## config.mk

```make
export PLATFORM = sky130hd
export DESIGN_NAME = stage_fe
export DESIGN_NICKNAME = d
export VERILOG_FILES = /design/src/rtl/stage_fe.sv
export SDC_FILE = /design/constraint.sdc
export NUM_CORES = 1
export LEC_CHECK = 0
export BUFFER_PORTS_ARGS = -buffer_cell sky130_fd_sc_hd__buf_2
export CAP_MARGIN = 20
export CORE_MARGIN = 2
export CORE_UTILIZATION = 28
export CTS_CLUSTER_SIZE = 28
export DETAILED_ROUTE_END_ITERATION = 16
export PLACE_DENSITY_LB_ADDON = 0.05
export SETUP_SLACK_MARGIN = 0.15
export SKIP_LAST_GASP = 1
export SYNTH_ARGS = -nofsm -noshare
export SYNTH_HDL_FRONTEND = slang
export SYNTH_SLANG_ARGS = --single-unit
```

## constraint.sdc

```tcl
create_clock -name clk -period 3.56 [get_ports clk]
set_clock_uncertainty 0.2 [all_clocks]
set_input_delay 0.712 -clock clk [delete_from_list [all_inputs] [get_ports clk]]
set_output_delay 0.712 -clock clk [all_outputs]
set_load 0.02 [all_outputs]
```

## src/rtl/stage_fe.sv

```systemverilog
// stage_fe: instruction fetch front end.
// Issues one word-aligned fetch at a time, holds at most one returned
// instruction while decode stalls, and handles redirects, including
// responses to requests that are already in flight.
module stage_fe #(
    parameter int unsigned               INST_ADDR_W = 32,
    parameter int unsigned               INST_W      = 32,
    parameter logic [INST_ADDR_W-1:0]    RESET_PC    = '0
) (
    input  logic                   clk,
    input  logic                   rst_n,
    input  logic                   en,
    input  logic                   stall,
    input  logic                   redirect_valid,
    input  logic [INST_ADDR_W-1:0] redirect_pc,
    output logic                   imem_req,
    output logic [INST_ADDR_W-1:0] imem_addr,
    input  logic                   imem_gnt,
    input  logic                   imem_rvalid,
    input  logic [INST_W-1:0]      imem_rdata,
    output logic [INST_W-1:0]      inst,
    output logic [INST_ADDR_W-1:0] pc,
    output logic                   flush
);

    localparam logic [INST_ADDR_W-1:0] PC_INC = INST_ADDR_W'(4);

    typedef enum logic [1:0] {
        S_IDLE,
        S_REQ,
        S_WAIT,
        S_HOLD
    } state_t;

    state_t                 state_q, state_d;
    logic                   req_q, req_d;
    logic                   discard_q, discard_d;
    logic [INST_ADDR_W-1:0] fetch_pc_q, fetch_pc_d;
    logic [INST_ADDR_W-1:0] pend_pc_q, pend_pc_d;
    logic [INST_ADDR_W-1:0] wait_pc_q, wait_pc_d;
    logic [INST_ADDR_W-1:0] buf_pc_q, buf_pc_d;
    logic [INST_W-1:0]      buf_inst_q, buf_inst_d;
    logic [INST_ADDR_W-1:0] pc_q, pc_d;
    logic [INST_W-1:0]      inst_q, inst_d;
    logic                   flush_q, flush_d;

    logic                   advance;
    logic [INST_ADDR_W-1:0] redir_al;

    assign advance  = en && !stall;
    assign redir_al = {redirect_pc[INST_ADDR_W-1:2], 2'b00};

    // Next-state, fetch address and output register computation.
    always_comb begin
        state_d    = state_q;
        discard_d  = discard_q;
        fetch_pc_d = fetch_pc_q;
        pend_pc_d  = pend_pc_q;
        wait_pc_d  = wait_pc_q;
        buf_pc_d   = buf_pc_q;
        buf_inst_d = buf_inst_q;
        pc_d       = pc_q;
        inst_d     = inst_q;
        flush_d    = flush_q;

        if (redirect_valid) begin
            if (en) begin
                flush_d = 1'b1;
            end
            unique case (state_q)
                S_REQ: begin
                    // A presented request keeps its address until granted;
                    // the target waits in pend_pc and the request is discarded.
                    discard_d = 1'b1;
                    if (imem_gnt) begin
                        wait_pc_d  = fetch_pc_q;
                        fetch_pc_d = redir_al;
                        state_d    = S_WAIT;
                    end else begin
                        pend_pc_d = redir_al;
                    end
                end
                S_WAIT: begin
                    fetch_pc_d = redir_al;
                    if (imem_rvalid) begin
                        discard_d = 1'b0;
                        state_d   = en ? S_REQ : S_IDLE;
                    end else begin
                        discard_d = 1'b1;
                    end
                end
                default: begin
                    // IDLE or HOLD: nothing in flight, buffered word is dropped.
                    fetch_pc_d = redir_al;
                    discard_d  = 1'b0;
                    state_d    = en ? S_REQ : S_IDLE;
                end
            endcase
        end else begin
            unique case (state_q)
                S_IDLE: begin
                    if (en) begin
                        state_d = S_REQ;
                    end
                    if (advance) begin
                        flush_d = 1'b1;
                    end
                end
                S_REQ: begin
                    if (advance) begin
                        flush_d = 1'b1;
                    end
                    if (imem_gnt) begin
                        wait_pc_d  = fetch_pc_q;
                        fetch_pc_d = discard_q ? pend_pc_q : fetch_pc_q + PC_INC;
                        state_d    = S_WAIT;
                    end
                end
                S_WAIT: begin
                    if (imem_rvalid) begin
                        if (discard_q) begin
                            discard_d = 1'b0;
                            state_d   = en ? S_REQ : S_IDLE;
                            if (advance) begin
                                flush_d = 1'b1;
                            end
                        end else if (advance) begin
                            inst_d  = imem_rdata;
                            pc_d    = wait_pc_q;
                            flush_d = 1'b0;
                            state_d = S_REQ;
                        end else begin
                            buf_inst_d = imem_rdata;
                            buf_pc_d   = wait_pc_q;
                            state_d    = S_HOLD;
                        end
                    end else if (advance) begin
                        flush_d = 1'b1;
                    end
                end
                S_HOLD: begin
                    if (advance) begin
                        inst_d  = buf_inst_q;
                        pc_d    = buf_pc_q;
                        flush_d = 1'b0;
                        state_d = S_REQ;
                    end
                end
                default: begin
                    state_d = S_IDLE;
                end
            endcase
        end

        req_d = (state_d == S_REQ);
    end

    // State and output registers, asynchronously reset.
    always_ff @(posedge clk or negedge rst_n) begin
        if (!rst_n) begin
            state_q    <= S_IDLE;
            req_q      <= 1'b0;
            discard_q  <= 1'b0;
            fetch_pc_q <= RESET_PC;
            pend_pc_q  <= RESET_PC;
            wait_pc_q  <= RESET_PC;
            buf_pc_q   <= RESET_PC;
            buf_inst_q <= '0;
            pc_q       <= RESET_PC;
            inst_q     <= '0;
            flush_q    <= 1'b1;
        end else begin
            state_q    <= state_d;
            req_q      <= req_d;
            discard_q  <= discard_d;
            fetch_pc_q <= fetch_pc_d;
            pend_pc_q  <= pend_pc_d;
            wait_pc_q  <= wait_pc_d;
            buf_pc_q   <= buf_pc_d;
            buf_inst_q <= buf_inst_d;
            pc_q       <= pc_d;
            inst_q     <= inst_d;
            flush_q    <= flush_d;
        end
    end

    assign imem_req  = req_q;
    assign imem_addr = fetch_pc_q;
    assign inst      = inst_q;
    assign pc        = pc_q;
    assign flush     = flush_q;

endmodule

```

==> impl_metrics.tcl, run 1 <==
set metrics [dict create \
    status "finished, final reports clean" \
    synth_async_sr_flop_share 1.00 \
    routabilityCongestion 0.759 \
    die_h_um 194 \
    endpoint_kind "flip-flop" \
    crit_arrival_ps 2840 \
    drc 0 \
    crit_fanout 17 \
    ir_drop_mv 0.460 \
    track_usage 0.152 \
    cts.sinks 219 \
    p_sw_w 0.00401 \
    ctsHoldBuffers 1 \
    area_growth_pct 22.5 \
    worstMarginPinSlew_ps 851 \
    diodes 0 \
    rr_endpoint "imem_addr[31]$_DFFE_PN0P_" \
    dieArea_um2 37500 \
    finalCriticalPeriod_ps 2640 \
    final_cell_mix "dfrtp_1, buf_2, mux2_2" \
    vias 7213 \
    fin_setup_tns_ps 0 \
    internal-power_w 0.00683 \
    grt_start_max_net_pins 125 \
    rrSetupSlack_ps 920 \
    cp-start-kind "flip-flop" \
    core_um2 35500 \
    final_common_cell "dfrtp_1" \
    min_path_cells 2 \
    insertion_delay_ps 530 \
    final_max_slew_viol_count 0 \
    drtPass1Iterations 5 \
    clk_pin_slew_ps 60 \
    ys.flop_type "dfrtp_1" \
    setup_viol 0 \
    synth_cells 874 \
    grt-ovfl-total 0 \
    rr_startpoint "state_q[1]$_DFF_PN0_" \
    drive_gt1_frac 0.343 \
    post-cts-setup-buffers 0 \
    slew_headroom 0.433 \
    synth-edff-count 0 \
    reg2regPathDepth 6 \
    ant_nets 0 \
    avgRoutedWirePerCell_um 18.7 \
    antenna_found_initial 3 \
    min_from "redirect_pc[2]" \
    path_class "reg -> reg" \
    clock_path_buffers 3 \
    die_w_um 194 \
    clock_power_share 0.250 \
    row_count 69 \
    start_util 0.284 \
    grt_pass1_wl_um 45400 \
    nNetsFinal 1110 \
    ctsResizeCount 0 \
    drt-vias-per-instance 4.76 \
    syn_area_per_cell_um2 11.5 \
    min_path_type "in -> reg" \
    htreeDepth 1 \
    cts-buffers-inserted 27 \
    hpwl_um 18500 \
    holdPathEnd "pend_pc_q[2]$_DFFE_PN0P_" \
    yosysSeqAreaShare 0.544 \
    drv_cap 0 \
    final_util 0.348 \
    dpl_worst_slack_ps 945 \
    synth_cell_types 60 \
    hold_viol_final 0 \
    root_buffer "clkbuf_16" \
    cts_tree "yes" \
    rsz0062_at_grt "false" \
    syn_area_um2 10100 \
    ys_seq_elements 219 \
    total_power_w 0.0108 \
    ys_warn_count 0 \
    fmax_mhz 379 \
    p_leak_nw 5.68 \
    seqPwrFrac 0.419 \
    pwr_density_cell_nw_per_um2 879 \
    grt_pass1_vias 7419 \
    drt_wl_total_um 28300 \
    post-route-period-util 0.742 \
    switching_share 0.370 \
    critPathRequiredTime_ps 3760 \
    power_frac_comb 0.331 \
    drt_iter0_markers 285 \
    ios 169 \
    setup_ws_ps 920 \
    io_buffers 162 \
]
-- worst max-delay path by stage --
stage                                    start                        end  slack, ps  cells past startpoint
after floorplan                 redirect_valid  imem_addr[29]$_DFFE_PN0P_       1370                      7
after global placement    state_q[1]$_DFF_PN0_  imem_addr[30]$_DFFE_PN0P_        900                      7
after detailed placement  state_q[1]$_DFF_PN0_  imem_addr[31]$_DFFE_PN0P_        940                      6
after CTS                 state_q[1]$_DFF_PN0_  imem_addr[31]$_DFFE_PN0P_        900                      6
after global routing      state_q[1]$_DFF_PN0_  imem_addr[30]$_DFFE_PN0P_        720                      7
final                     state_q[1]$_DFF_PN0_  imem_addr[31]$_DFFE_PN0P_        920                      6
-- power groups by stage --
stage	registers [W]	logic (W)	clock network, W
after CTS	0.00457	0.00366	0.00281
after global routing	0.00473	0.00397	0.00292
after detailed placement	0.00461	0.00365	0
after global placement	0.00457	0.00362	0
final	0.00454	0.00359	0.00271
after floorplan	0.00489	0.00194	0
-- layer usage --
metal / vias up / wire (um) / global-route usage
met5: - / 33 / 0
met4: 6 / 332 / 0.0286
met3: 34 / 1460 / 0.0304
met2: 160 / 12400 / 0.236
met1: 3537 / 14000 / 0.219
li1: 3476 / - / -
-- state kept, by name, summed over array words and instances, names as in the netlist --
| signal | flops |
|---|---|
| wait_pc_q | 30 |
| buf_pc_q | 30 |
| buf_inst_q | 32 |
| flush | 1 |
| discard_q | 1 |
| inst | 32 |
| pend_pc_q | 30 |
| state_q | 2 |
| imem_req | 1 |
| pc | 30 |
| imem_addr | 30 |
-- metrics by stage --
stage / hold slack (ps) / instance area, um^2 / cells
3_5_place_dp: 265 / 11400 / 1465
2_1_floorplan: 216 / 10100 / 877
4_1_cts: 195 / 12300 / 1515
3_3_place_gp: 258 / 11400 / 1465
5_1_grt: 210 / 12300 / 1515
6_report: 227 / 12300 / 1515
-- kinds of logic after synthesis --
family          count (synthesis)  share of synthesized area
compound gates                184                      0.109
xor+xnor                       13                     0.0113
fa+ha+maj                       5                    0.00621
buf+inv                        70                     0.0303
flops                         219                      0.544
mux                           189                      0.203
other cells                     1                   0.000372
simple gates                  193                     0.0948
-- final cells by class --
class / count / area [um^2]
Fill cell: 3610 / 23200
Sequential cell: 219 / 5480
Multi-Input combinational cell: 588 / 4300
Timing Repair Buffer: 185 / 1050
Clock buffer: 43 / 816
Tap cell: 461 / 577
Clock inverter: 6 / 57.6
Inverter: 13 / 48.8
-- worst max-delay path, stage by stage, from the launching register on --
cell,delay (ps)
dfrtp_1,460
inv_1,110
ha_1,360
o21ai_2,750
nor3_1,150
a21o_1,200
a211o_1,280
-- cells in the mapped netlist (2+ instances only) --
master | count | area (um^2)
ha_1 | 5 | 62.6
nand2b_1 | 2 | 12.5
a221o_1 | 3 | 30.0
mux2_2 | 122 | 1370
a211oi_1 | 2 | 15.0
inv_1 | 13 | 48.8
o21ai_0 | 93 | 465
nor2_1 | 31 | 116
nor3_1 | 9 | 45.0
nor2b_1 | 3 | 18.8
and2_1 | 6 | 37.5
a21o_1 | 3 | 22.5
o311ai_0 | 2 | 17.5
nor3b_1 | 3 | 22.5
a21oi_1 | 30 | 150
o22ai_1 | 9 | 56.3
a31oi_1 | 6 | 37.5
a222oi_1 | 3 | 30.0
clkbuf_1 | 26 | 97.6
buf_1 | 12 | 45.0
nor4_1 | 2 | 12.5
and4_1 | 2 | 17.5
nand3_1 | 15 | 75.1
o211ai_1 | 3 | 22.5
xor2_1 | 9 | 78.8
dfrtp_1 | 218 | 5460
buf_4 | 4 | 30.0
a221oi_1 | 6 | 52.6
nand2_1 | 90 | 338
o21bai_1 | 2 | 15.0
a2111oi_0 | 2 | 17.5
nor4_4 | 2 | 42.5
a22o_1 | 4 | 35.0
a22oi_1 | 4 | 30.0
mux2i_1 | 67 | 671
o31ai_1 | 2 | 15.0
nand4_1 | 10 | 62.6
a211o_1 | 2 | 17.5
buf_2 | 13 | 65.1
and3_1 | 11 | 68.8
xnor2_1 | 4 | 35.0
No activity file was read; power rests on OpenSTA's default activity.
==> inputs of run 2 (changes only) <==
Settings changed: ABC_AREA from default to 1.
Clock period 3.56 ns to 2.4 ns, I/O delays scaled along.
==> run 2 against run 1 <==
Effect of this change: clock-buffer cell count is the same; combinational power grew 60%; die area grew 1.6%; sequential power grew 47%; global-route usage grew 0.32 points; non-clock buffer count grew 55; fmax grew 27%; register-to-register slack lost 590 ps; largest cell class unchanged; sequential share of layout area shrank 2.7 points; first-iteration DRC count grew 28%; highest routed layer is now met4; critical endpoint is now pend_pc_q[16]$_DFFE_PN0P_; worst hold slack lost 200 ps.
==> impl_metrics.tcl, run 2 <==
set metrics [dict create \
    synth_cell_types 32 \
    final_common_cell "nand2_1" \
    hold_viol_final 0 \
    power_frac_comb 0.341 \
    syn_area_per_cell_um2 8.64 \
    setup_viol 0 \
    drtPass1Iterations 4 \
    cts.sinks 219 \
    fmax_mhz 482 \
    p_leak_nw 6.52 \
    drc 0 \
    grt_pass1_vias 8036 \
    drt_wl_total_um 29800 \
    nNetsFinal 1465 \
    cpPeakStageDelay_ps 450 \
    nFillCells 3845 \
    dpl_cell_area_um2 11600 \
    finalCriticalPeriod_ps 2080 \
    rrSetupSlack_ps 320 \
    endpoint_kind "flip-flop" \
    finish.instance_area_um2 13100 \
    yosysTopAreaCell "dfrtp_1" \
    critical-path-top-delay-family "simple AND/OR/NAND/NOR gates" \
    core_um2 36300 \
    synth_cells 1185 \
    ys_warn_count 0 \
    hpwl_um 19800 \
    vias 8347 \
    drt-vias-per-instance 4.45 \
    ir_drop_mv 0.529 \
    worstMarginPinSlew_ps 600 \
    synth_area_leaders "dfrtp_1, nand2_1, mux2_2, o21ai_0, nor2_1" \
    diodes 0 \
    ios 169 \
    grt_pass1_wl_um 46900 \
    cts-buffers-inserted 28 \
    min_path_type "in -> reg" \
    fin_setup_tns_ps 0 \
    cp-start-kind "flip-flop" \
    die_w_um 195 \
    avgRoutedWirePerCell_um 15.9 \
    rsz0062_at_grt "true" \
    post-cts-setup-buffers 0 \
    drt_iter0_markers 364 \
    slew_headroom 0.600 \
    register_area_um2 5480 \
    row_count 70 \
    synth_async_sr_flop_share 1.00 \
    pwr_density_cell_nw_per_um2 1280 \
    total_power_w 0.0168 \
    dieArea_um2 38100 \
    cp_num_buf_inv 2 \
    routabilityCongestion 0.793 \
    path_cells "inv_1 > ha_1 > nand3_2 > buf_12 > nand2_1 > o21ai_0" \
    crit_arrival_ps 2290 \
    crit_fanout 44 \
    root_buffer "clkbuf_16" \
    final_util 0.362 \
    die_h_um 195 \
    status "finished, final reports clean" \
    track_usage 0.155 \
    clock_path_buffers 3 \
    syn_area_um2 10200 \
    post-synth-top-area-fraction 0.533 \
    cts_tree "yes" \
    ant_nets 0 \
    drive_gt1_frac 0.220 \
    crit_slowest_cell "dfrtp_1" \
    synth-edff-count 0 \
    htreeDepth 1 \
    post-route-period-util 0.865 \
    internal-power_w 0.0103 \
    grt_start_max_net_pins 67 \
    synth_commonest_cells "nand2_1, dfrtp_1, nor2_1" \
    yosysSeqAreaShare 0.536 \
    ys_seq_elements 219 \
    io_buffers 162 \
    drv_cap 0 \
    antenna_found_initial 0 \
    p_sw_w 0.00645 \
    path_class "reg -> reg" \
    final_max_slew_viol_count 0 \
    insertion_delay_ps 550 \
    final_cell_mix "nand2_1, dfrtp_1, buf_2" \
    clock_power_share 0.260 \
    grt-ovfl-total 0 \
    switching_share 0.384 \
    start_util 0.282 \
    seqPwrFrac 0.398 \
    critPathRequiredTime_ps 2620 \
    clk_pin_slew_ps 60 \
    ys.flop_type "dfrtp_1" \
    post-synth-top-count-cell "nand2_1" \
    multi_input_area_um2 4080 \
    area_growth_pct 28.2 \
]
==> run 2: changes by cell type after synthesis, sizes merged, moves of 9 or more <==
cell	previous run	this run
nor3	10	1
and3	12	0
a21oi	30	50
nor2	32	107
inv	13	82
clkbuf	28	38
nand3	17	45
mux2	122	61
nand2	90	369
nand4	11	2
mux2i	67	0
a31oi	6	64
==> run 2: timing repair <==
item | CTS | global route
endpoints found under the hold margin | 128 | 0
setup endpoints to repair | 0 | 21
resized for setup | 0 | 6
hold buffers | 48 | 0
==> run 2: stage by stage <==
step                      setup WS [ps]  std cells  hold WS, ps
after global routing                147       1876         10.1
after detailed placement            243       1778          246
final                               325       1876         27.4
after global placement              260       1778          245
after CTS                           232       1875        0.747
after floorplan                     448       1188        -15.6
==> run 2: kinds of logic after synthesis <==
logic type | count (synthesis) | synth area share
other | 1 | 0.000366
AOI/OAI and AO/OA | 216 | 0.116
xor gates and xnor gates | 4 | 0.00342
and+or+nand+nor | 528 | 0.201
adders and majority gates | 5 | 0.00611
buffers and inverters | 151 | 0.0698
DFF | 219 | 0.536
muxes | 61 | 0.0671
==> run 2: cell type report <==
class                   count  area share
inverters                  82      0.0236
clock buffers              43      0.0654
repair buffers            240       0.130
clock inverters             6     0.00801
flip-flops and latches    219       0.418
well taps                 468      0.0446
multi-input cells         818       0.311
==> run 2: worst paths after layout <==
path	from	depth (start not counted)	to
hold / removal	redirect_pc[7]	3	pend_pc_q[7]$_DFFE_PN0P_
setup reg to reg	state_q[1]$_DFF_PN0_	6	pend_pc_q[16]$_DFFE_PN0P_
hold reg to reg	pend_pc_q[9]$_DFFE_PN0P_	2	pend_pc_q[9]$_DFFE_PN0P_
max in group asynchronous	rst_n	3	flush$_DFFE_PN1P_
setup / recovery	state_q[1]$_DFF_PN0_	6	pend_pc_q[16]$_DFFE_PN0P_
min in group asynchronous	rst_n	2	inst[26]$_DFFE_PN0P_
==> run 2: routing by layer <==
metal | vias to the layer above | routed length [um] | GRT usage
met1 | 3875 | 15300 | 0.232
met2 | 160 | 12900 | 0.234
met5 | - | 0 | 0
met4 | 0 | 412 | 0.0382
li1 | 4283 | - | -
met3 | 29 | 1180 | 0.0223
==> run 2: tightest hold or removal path, cell delays in order <==
cell	delay, ps
buf_2	90
inv_1	60
o21ai_0	80
==> run 2: power groups by stage <==
stage	Clock [W]	Sequential [W]	Combinational, W
4_1_cts	0.00455	0.00671	0.00583
3_5_place_dp	0	0.00677	0.00574
6_report	0.00437	0.00669	0.00573
3_3_place_gp	0	0.00674	0.00571
2_1_floorplan	0	0.00734	0.00289
5_1_grt	0.00469	0.00697	0.00649
